$ cat config.mk
export PLATFORM = sky130hd
export DESIGN_NAME = svm_eval_sequencer
export DESIGN_NICKNAME = d
export VERILOG_FILES = /design/src/rtl/svm_eval_pkg.sv /design/src/rtl/sat_counter.sv /design/src/rtl/svm_eval_sequencer.sv
export SDC_FILE = /design/constraint.sdc
export NUM_CORES = 1
export LEC_CHECK = 0
export BUFFER_PORTS_ARGS = -buffer_cell sky130_fd_sc_hd__clkbuf_2
export CORE_MARGIN = 10
export CORE_UTILIZATION = 53
export CTS_BUF_LIST = sky130_fd_sc_hd__clkbuf_16
export CTS_CLUSTER_SIZE = 10
export DETAILED_ROUTE_END_ITERATION = 8
export PLACE_DENSITY = 0.86
export SETUP_SLACK_MARGIN = 0.5
export SYNTH_ARGS = -nofsm -noshare
export SYNTH_HDL_FRONTEND = slang
export SYNTH_SLANG_ARGS = --single-unit
$ cat constraint.sdc
create_clock -name clk -period 4.7 [get_ports clk]
set_clock_uncertainty 0.1 [all_clocks]
set_input_delay 0 -clock clk [delete_from_list [all_inputs] [get_ports clk]]
set_output_delay 0 -clock clk [all_outputs]
set_load 0.02 [all_outputs]
$ cat src/rtl/svm_eval_pkg.sv
// Shared types and helpers for the printed-SVM evaluation sequencer.
package svm_eval_pkg;

   typedef enum logic [1:0] {IDLE, LAUNCH, WAIT, RESULT} state_t;

   localparam int CLASS_W = 3;
   typedef logic [CLASS_W-1:0] class_t;

   // Wide enough to hold every value 0..timeout_cycles.
   function automatic int wait_cnt_width(input int timeout_cycles);
      return $clog2(timeout_cycles + 1);
   endfunction

endpackage

$ cat src/rtl/sat_counter.sv
// Statistics counter that sticks at all-ones; clear takes priority over inc.
module sat_counter #(
   parameter int WIDTH = 16
) (
   input  logic             clk,
   input  logic             rst_n,
   input  logic             clear,
   input  logic             inc,
   output logic [WIDTH-1:0] count
);

   always_ff @(posedge clk or negedge rst_n) begin
      if (!rst_n) begin
         count <= '0;
      end else if (clear) begin
         count <= '0;
      end else if (inc && (count != '1)) begin
         count <= count + WIDTH'(1);
      end
   end

endmodule

$ cat src/rtl/svm_eval_sequencer.sv
// Feeds labelled samples to a sequential classifier one at a time, scores each
// prediction against its label and keeps running accuracy statistics.
module svm_eval_sequencer
   import svm_eval_pkg::*;
#(
   parameter int N_FEATURES     = 33,
   parameter int INPUT_WIDTH    = 4,
   parameter int N_CLASSES      = 6,
   parameter int CLASS_WIDTH    = 3,
   parameter int COUNT_WIDTH    = 16,
   parameter int TIMEOUT_CYCLES = 64
) (
   input  logic                              clk,
   input  logic                              rst_n,
   input  logic                              s_valid,
   output logic                              s_ready,
   input  logic [N_FEATURES*INPUT_WIDTH-1:0] s_sample,
   input  logic [CLASS_WIDTH-1:0]            s_label,
   output logic [N_FEATURES*INPUT_WIDTH-1:0] clf_in,
   output logic                              clf_rst_n,
   input  logic                              clf_ready,
   input  logic [CLASS_WIDTH-1:0]            clf_class,
   output logic                              r_valid,
   input  logic                              r_ready,
   output logic [CLASS_WIDTH-1:0]            r_pred,
   output logic [CLASS_WIDTH-1:0]            r_label,
   output logic                              r_match,
   output logic                              r_timeout,
   input  logic                              clear,
   output logic [COUNT_WIDTH-1:0]            total_cnt,
   output logic [COUNT_WIDTH-1:0]            correct_cnt,
   output logic [COUNT_WIDTH-1:0]            timeout_cnt,
   output logic                              busy
);

   localparam int             WCW       = wait_cnt_width(TIMEOUT_CYCLES);
   localparam logic [WCW-1:0] WAIT_LAST = WCW'(TIMEOUT_CYCLES - 1);

   if (CLASS_WIDTH < $clog2(N_CLASSES)) begin : g_cfg_check
      $error("CLASS_WIDTH too narrow for N_CLASSES");
   end

   state_t                 state_q, state_d;
   logic [WCW-1:0]         wait_cnt;
   logic [CLASS_WIDTH-1:0] label_q;
   logic                   clf_ready_q;
   logic                   accept, rise, expired, hit, done;

   // Both streams transfer on a cycle where valid and ready are high together;
   // valid never drops and payload never changes until that transfer.
   assign s_ready = (state_q == IDLE);
   assign busy    = (state_q != IDLE);
   assign accept  = s_valid && s_ready;
   assign rise    = clf_ready && !clf_ready_q;
   assign expired = (wait_cnt == WAIT_LAST);
   assign hit     = (clf_class == label_q);

   always_ff @(posedge clk or negedge rst_n) begin
      if (!rst_n) state_q <= IDLE;
      else        state_q <= state_d;
   end

   always_comb begin
      state_d = state_q;
      done    = 1'b0;
      case (state_q)
         IDLE:    if (accept) state_d = LAUNCH;
         LAUNCH:  state_d = WAIT;
         WAIT: begin
            // A ready edge on the last allowed cycle still counts as a result.
            if (rise || expired) begin
               state_d = RESULT;
               done    = 1'b1;
            end
         end
         RESULT:  if (r_valid && r_ready) state_d = IDLE;
         default: state_d = IDLE;
      endcase
   end

   always_ff @(posedge clk or negedge rst_n) begin
      if (!rst_n) begin
         clf_in      <= '0;
         label_q     <= '0;
         clf_rst_n   <= 1'b0;
         clf_ready_q <= 1'b0;
         wait_cnt    <= '0;
         r_valid     <= 1'b0;
         r_pred      <= '0;
         r_label     <= '0;
         r_match     <= 1'b0;
         r_timeout   <= 1'b0;
      end else begin
         clf_ready_q <= clf_ready;
         clf_rst_n   <= (state_d != LAUNCH);
         r_valid     <= (state_d == RESULT);
         if (accept) begin
            clf_in  <= s_sample;
            label_q <= s_label;
         end
         if (state_q == LAUNCH)    wait_cnt <= '0;
         else if (state_q == WAIT) wait_cnt <= wait_cnt + WCW'(1);
         if (done) begin
            r_label <= label_q;
            if (rise) begin
               r_pred    <= clf_class;
               r_match   <= hit;
               r_timeout <= 1'b0;
            end else begin
               r_pred    <= '0;
               r_match   <= 1'b0;
               r_timeout <= 1'b1;
            end
         end
      end
   end

   sat_counter #(.WIDTH(COUNT_WIDTH)) u_total (
      .clk(clk), .rst_n(rst_n), .clear(clear), .inc(done), .count(total_cnt)
   );

   sat_counter #(.WIDTH(COUNT_WIDTH)) u_correct (
      .clk(clk), .rst_n(rst_n), .clear(clear), .inc(done && rise && hit), .count(correct_cnt)
   );

   sat_counter #(.WIDTH(COUNT_WIDTH)) u_timeout (
      .clk(clk), .rst_n(rst_n), .clear(clear), .inc(done && !rise), .count(timeout_cnt)
   );

endmodule

==> results.yml <==
clock_tree:
  clk_root_buffer_cell: "sky130_fd_sc_hd__clkbuf_16"
  cts_hold_buffers: 141
  postCtsResizedCells: 0
  clock-sinks: 203
  cts_made_buffers: 24
  cts_max_path_buffers: 3
  cts_setup_buffers: 0
  clk_pin_slew_worst_paths_ps: 60
  cts_max_level: 1
  cts_tree: "built"
  clkLatencyLatePin_ps: 510
setup_path:
  cp.arrival_ps: 2990
  critical_path.reg2reg.endpoint: "u_correct.count[9]$_DFFE_PN0P_"
  crit_path_max_incr_delay_ps: 590
  critPathLaunchType: "register"
  rrSetupSlack_ps: 2020
  timing.reg2reg.worst_path_depth: 7
  worstPathCellList: "inv_1 -> ha_1 -> and3b_1 -> nand4_1 -> o21bai_2 -> or4_1 -> a21oi_1"
  worst_path_max_delay_cell: "sky130_fd_sc_hd__or4_1"
  critical_path.reg2reg.startpoint: "state_q[0]$_DFF_PN0_"
  worstSetupEndpointType: "register"
  endpoint: "u_correct.count[9]$_DFFE_PN0P_"
  worst-endpoint-required_ps: 5010
  setup.worst_path.start: "state_q[0]$_DFF_PN0_"
  path_class: "reg2reg"
  crit_path_max_fanout: 28
power:
  power.net_switching_uw: 2990
  share_seq_of_total_power_pct: 38.6
  power_report.internal_total_uw: 4520
  power_density_mw_per_mm2: 604
  switching_share_pct: 39.9
  leakage_uw: 0.00594
  power_frac_clock_pct: 21.3
  power.ir.vdd_worst_mv: 0.497
  power_frac_comb_pct: 40.0
floorplan:
  fp.dieArea_mm2: 0.0215
  row_cnt: 46
  start_util_pct: 53.8
  io_pins: 336
  die_x_um: 147
  floorplan.core_area_mm2: 0.0158
  die_height_um: 147
synth:
  number_of_warnings_printed_during_yosys_synthesis: 0
  post-synth-top-area-cell: "sky130_fd_sc_hd__dfrtp_1"
  synth_seq_cells: 203
  synth_cell_type_count: 46
  post_synth.cell_area_avg_um2: 13.1
  async_flop_share_pct: 100
  synth_cells: 650
  post_synth_instance_area_mm2: 0.00849
  synth-seq-area-share_pct: 59.8
  netlist_top_cells_area: "sky130_fd_sc_hd__dfrtp_1 (60%), sky130_fd_sc_hd__mux2_2 (18%), sky130_fd_sc_hd__xnor2_1 (2.6%)"
  most_used_flip_flop_cell_after_synthesis: "sky130_fd_sc_hd__dfrtp_1"
  synthDominantCellAreaShare_pct: 59.8
  synth_fp_nets: 803
  library_cell_with_the_highest_instance_count_after_synthesis: "sky130_fd_sc_hd__dfrtp_1"
  synth_edf_count: 0
  ys_top_cells_by_count: "sky130_fd_sc_hd__dfrtp_1 (203), sky130_fd_sc_hd__mux2_2 (136), sky130_fd_sc_hd__nor2_1 (37), sky130_fd_sc_hd__nand2_1 (34), sky130_fd_sc_hd__xnor2_1 (25)"
route:
  wl_per_cell_um: 23.0
  drc_errors: 0
  route.vias.total: 7430
  route.detailed.vias_per_inst: 5.51
  drt-initial-drc-count: 538
  wl_um: 31000
  first_pass_iters: 5
  drtAntennaViolNets: 0
sta:
  totalNegativeSetupSlack_ps: 0
  post-route-period-util_pct: 57.0
  timing_hold_violations_final: 0
  report.final.slew_viol_count: 0
  setup_viol: 0
  rsz0062_at_grt: "no"
  worst_hold_slack_ps: 8.43
  clock.fmax_mhz: 374
  timing.slew.headroom_pct: 31.3
  max_slew.worst_pin.slew_ps: 1030
  period_minus_slack_ps: 2680
worst_hold_path:
  holdCritPathClass: "in2async"
grt:
  grt_use_met3_pct: 8.81
  grt_use_met2_pct: 48.1
  gr-max-usage-layer: "met2"
  number_of_antenna_violations_at_the_first_check_in_global_routing: 6
  groute.layer.met1.usage_pct: 30.5
  global_route_wire_length_before_repair_um: 47400
  grt.total_usage_pct: 27.7
  globalRoute.totalOverflow: 0
  vias_in_the_first_global_route: 8117
  maximum_number_of_pins_on_one_net_before_global_route_repair: 107
placed_design:
  dp.final_hpwl_um: 18500
  portBuffers: 335
  place_inst: 1175
  weighted_congestion_reported_at_the_end_of_routability_driven_placement: 0.824
job:
  maxCapViolCount: 0
cells_and_area:
  area.sequential_mm2: 0.00508
  num-nets-final: 1279
  filler_cell_count: 945
  instances_no_fill: 1349
  area.growth.synth_to_final_pct: 46.5
  multiInputGateArea_mm2: 0.00327
  drive_above_1_share_pct: 44.9
run_status:
  outcome: "completed"
## worst min-delay path by stage
stage	startpoint	endpoint	depth (start not counted)	slack [ps]
after floorplan	rst_n	clf_in[0]$_DFFE_PN0P_	0	-400
after global placement	rst_n	u_correct.count[6]$_DFFE_PN0P_	1	20
after detailed placement	rst_n	u_correct.count[7]$_DFFE_PN0P_	1	20
after CTS	rst_n	u_correct.count[5]$_DFFE_PN0P_	2	60
after global routing	rst_n	u_correct.count[6]$_DFFE_PN0P_	2	90
final	rst_n	u_correct.count[5]$_DFFE_PN0P_	2	8
## cell type report
type                            count  share of cell area [%]
Multi-Input combinational cell    411                    26.3
Tap cell                          216                    2.17
Timing Repair Buffer              478                    25.2
Clock inverter                      3                   0.231
Clock buffer                       24                    4.83
Antenna cell                        6                   0.121
Inverter                            8                   0.241
Sequential cell                   203                    40.9
## per-layer routing
| layer | share of wire [%] | vias up |
|---|---|---|
| met5 | 0 | - |
| met4 | 4.2 | 0 |
| met3 | 8.5 | 91 |
| met2 | 52 | 364 |
| met1 | 35 | 3703 |
| li1 | - | 3272 |
## power by group through the flow
stage / registers [uW] / logic (uW) / clock network (uW)
2_1_floorplan: 3520 / 974 / 0
3_3_place_gp: 2740 / 2760 / 0
3_5_place_dp: 2790 / 2830 / 0
4_1_cts: 2790 / 2940 / 1600
5_1_grt: 2960 / 3170 / 1680
6_report: 2900 / 3010 / 1600
## state kept, by name (all words and copies together) (netlist names), 2 cells and up
signal and count:
r_pred 3, clf_in 132, u_correct.count 16, label_q 3, state_q 2, wait_cnt 7
u_total.count 16, u_timeout.count 16, r_label 3
## critical path, delay by kind of cell (launching register included)
| kind | cells | cell delay (ps) |
|---|---|---|
| AOI/OAI and AO/OA | 2 | 600 |
| and+or+nand+nor | 3 | 1120 |
| adders and majority gates | 1 | 230 |
| DFF | 1 | 410 |
| buffers and inverters | 1 | 120 |
## kinds of logic (layout without fill, tap and decap cells)
kind of cell               Yosys count  count (layout)  share of synthesized area [%]
other                                0               6                              0
buffers and inverters               36             513                           1.69
muxes                              140             140                           18.5
adders and majority gates            9               9                           1.33
xor gates and xnor gates            32              32                           3.30
and+or+nand+nor                    175             175                           11.2
AOI/OAI and AO/OA                   55              55                           4.16
DFF                                203             203                           59.8
## layout by cell type (no fill, tap or decap), drive strengths merged, types with 7 or more instances in the layout
master and count:
xor2 7, o21ai 16, dlygate4sd3 141, nand2 34, or3 9, clkbuf 359
nand3 24, inv 9, ha 9, dfrtp 203, nand4 16, xnor2 25
mux2 136, nor4 14, or4 8, a21oi 19, nor2 37
## stage by stage
stage	utilization, %	setup slack (ps)	instance area, um2	total power (uW)
3_3_place_gp	65.8	2120	10400	5500
2_1_floorplan	-	2540	8490	4500
3_5_place_dp	65.8	2030	10400	5610
6_report	78.8	2020	12400	7510
4_1_cts	78.8	2020	12400	7330
5_1_grt	78.8	1770	12400	7810
Note: power is estimated with default switching activity, not from simulation.
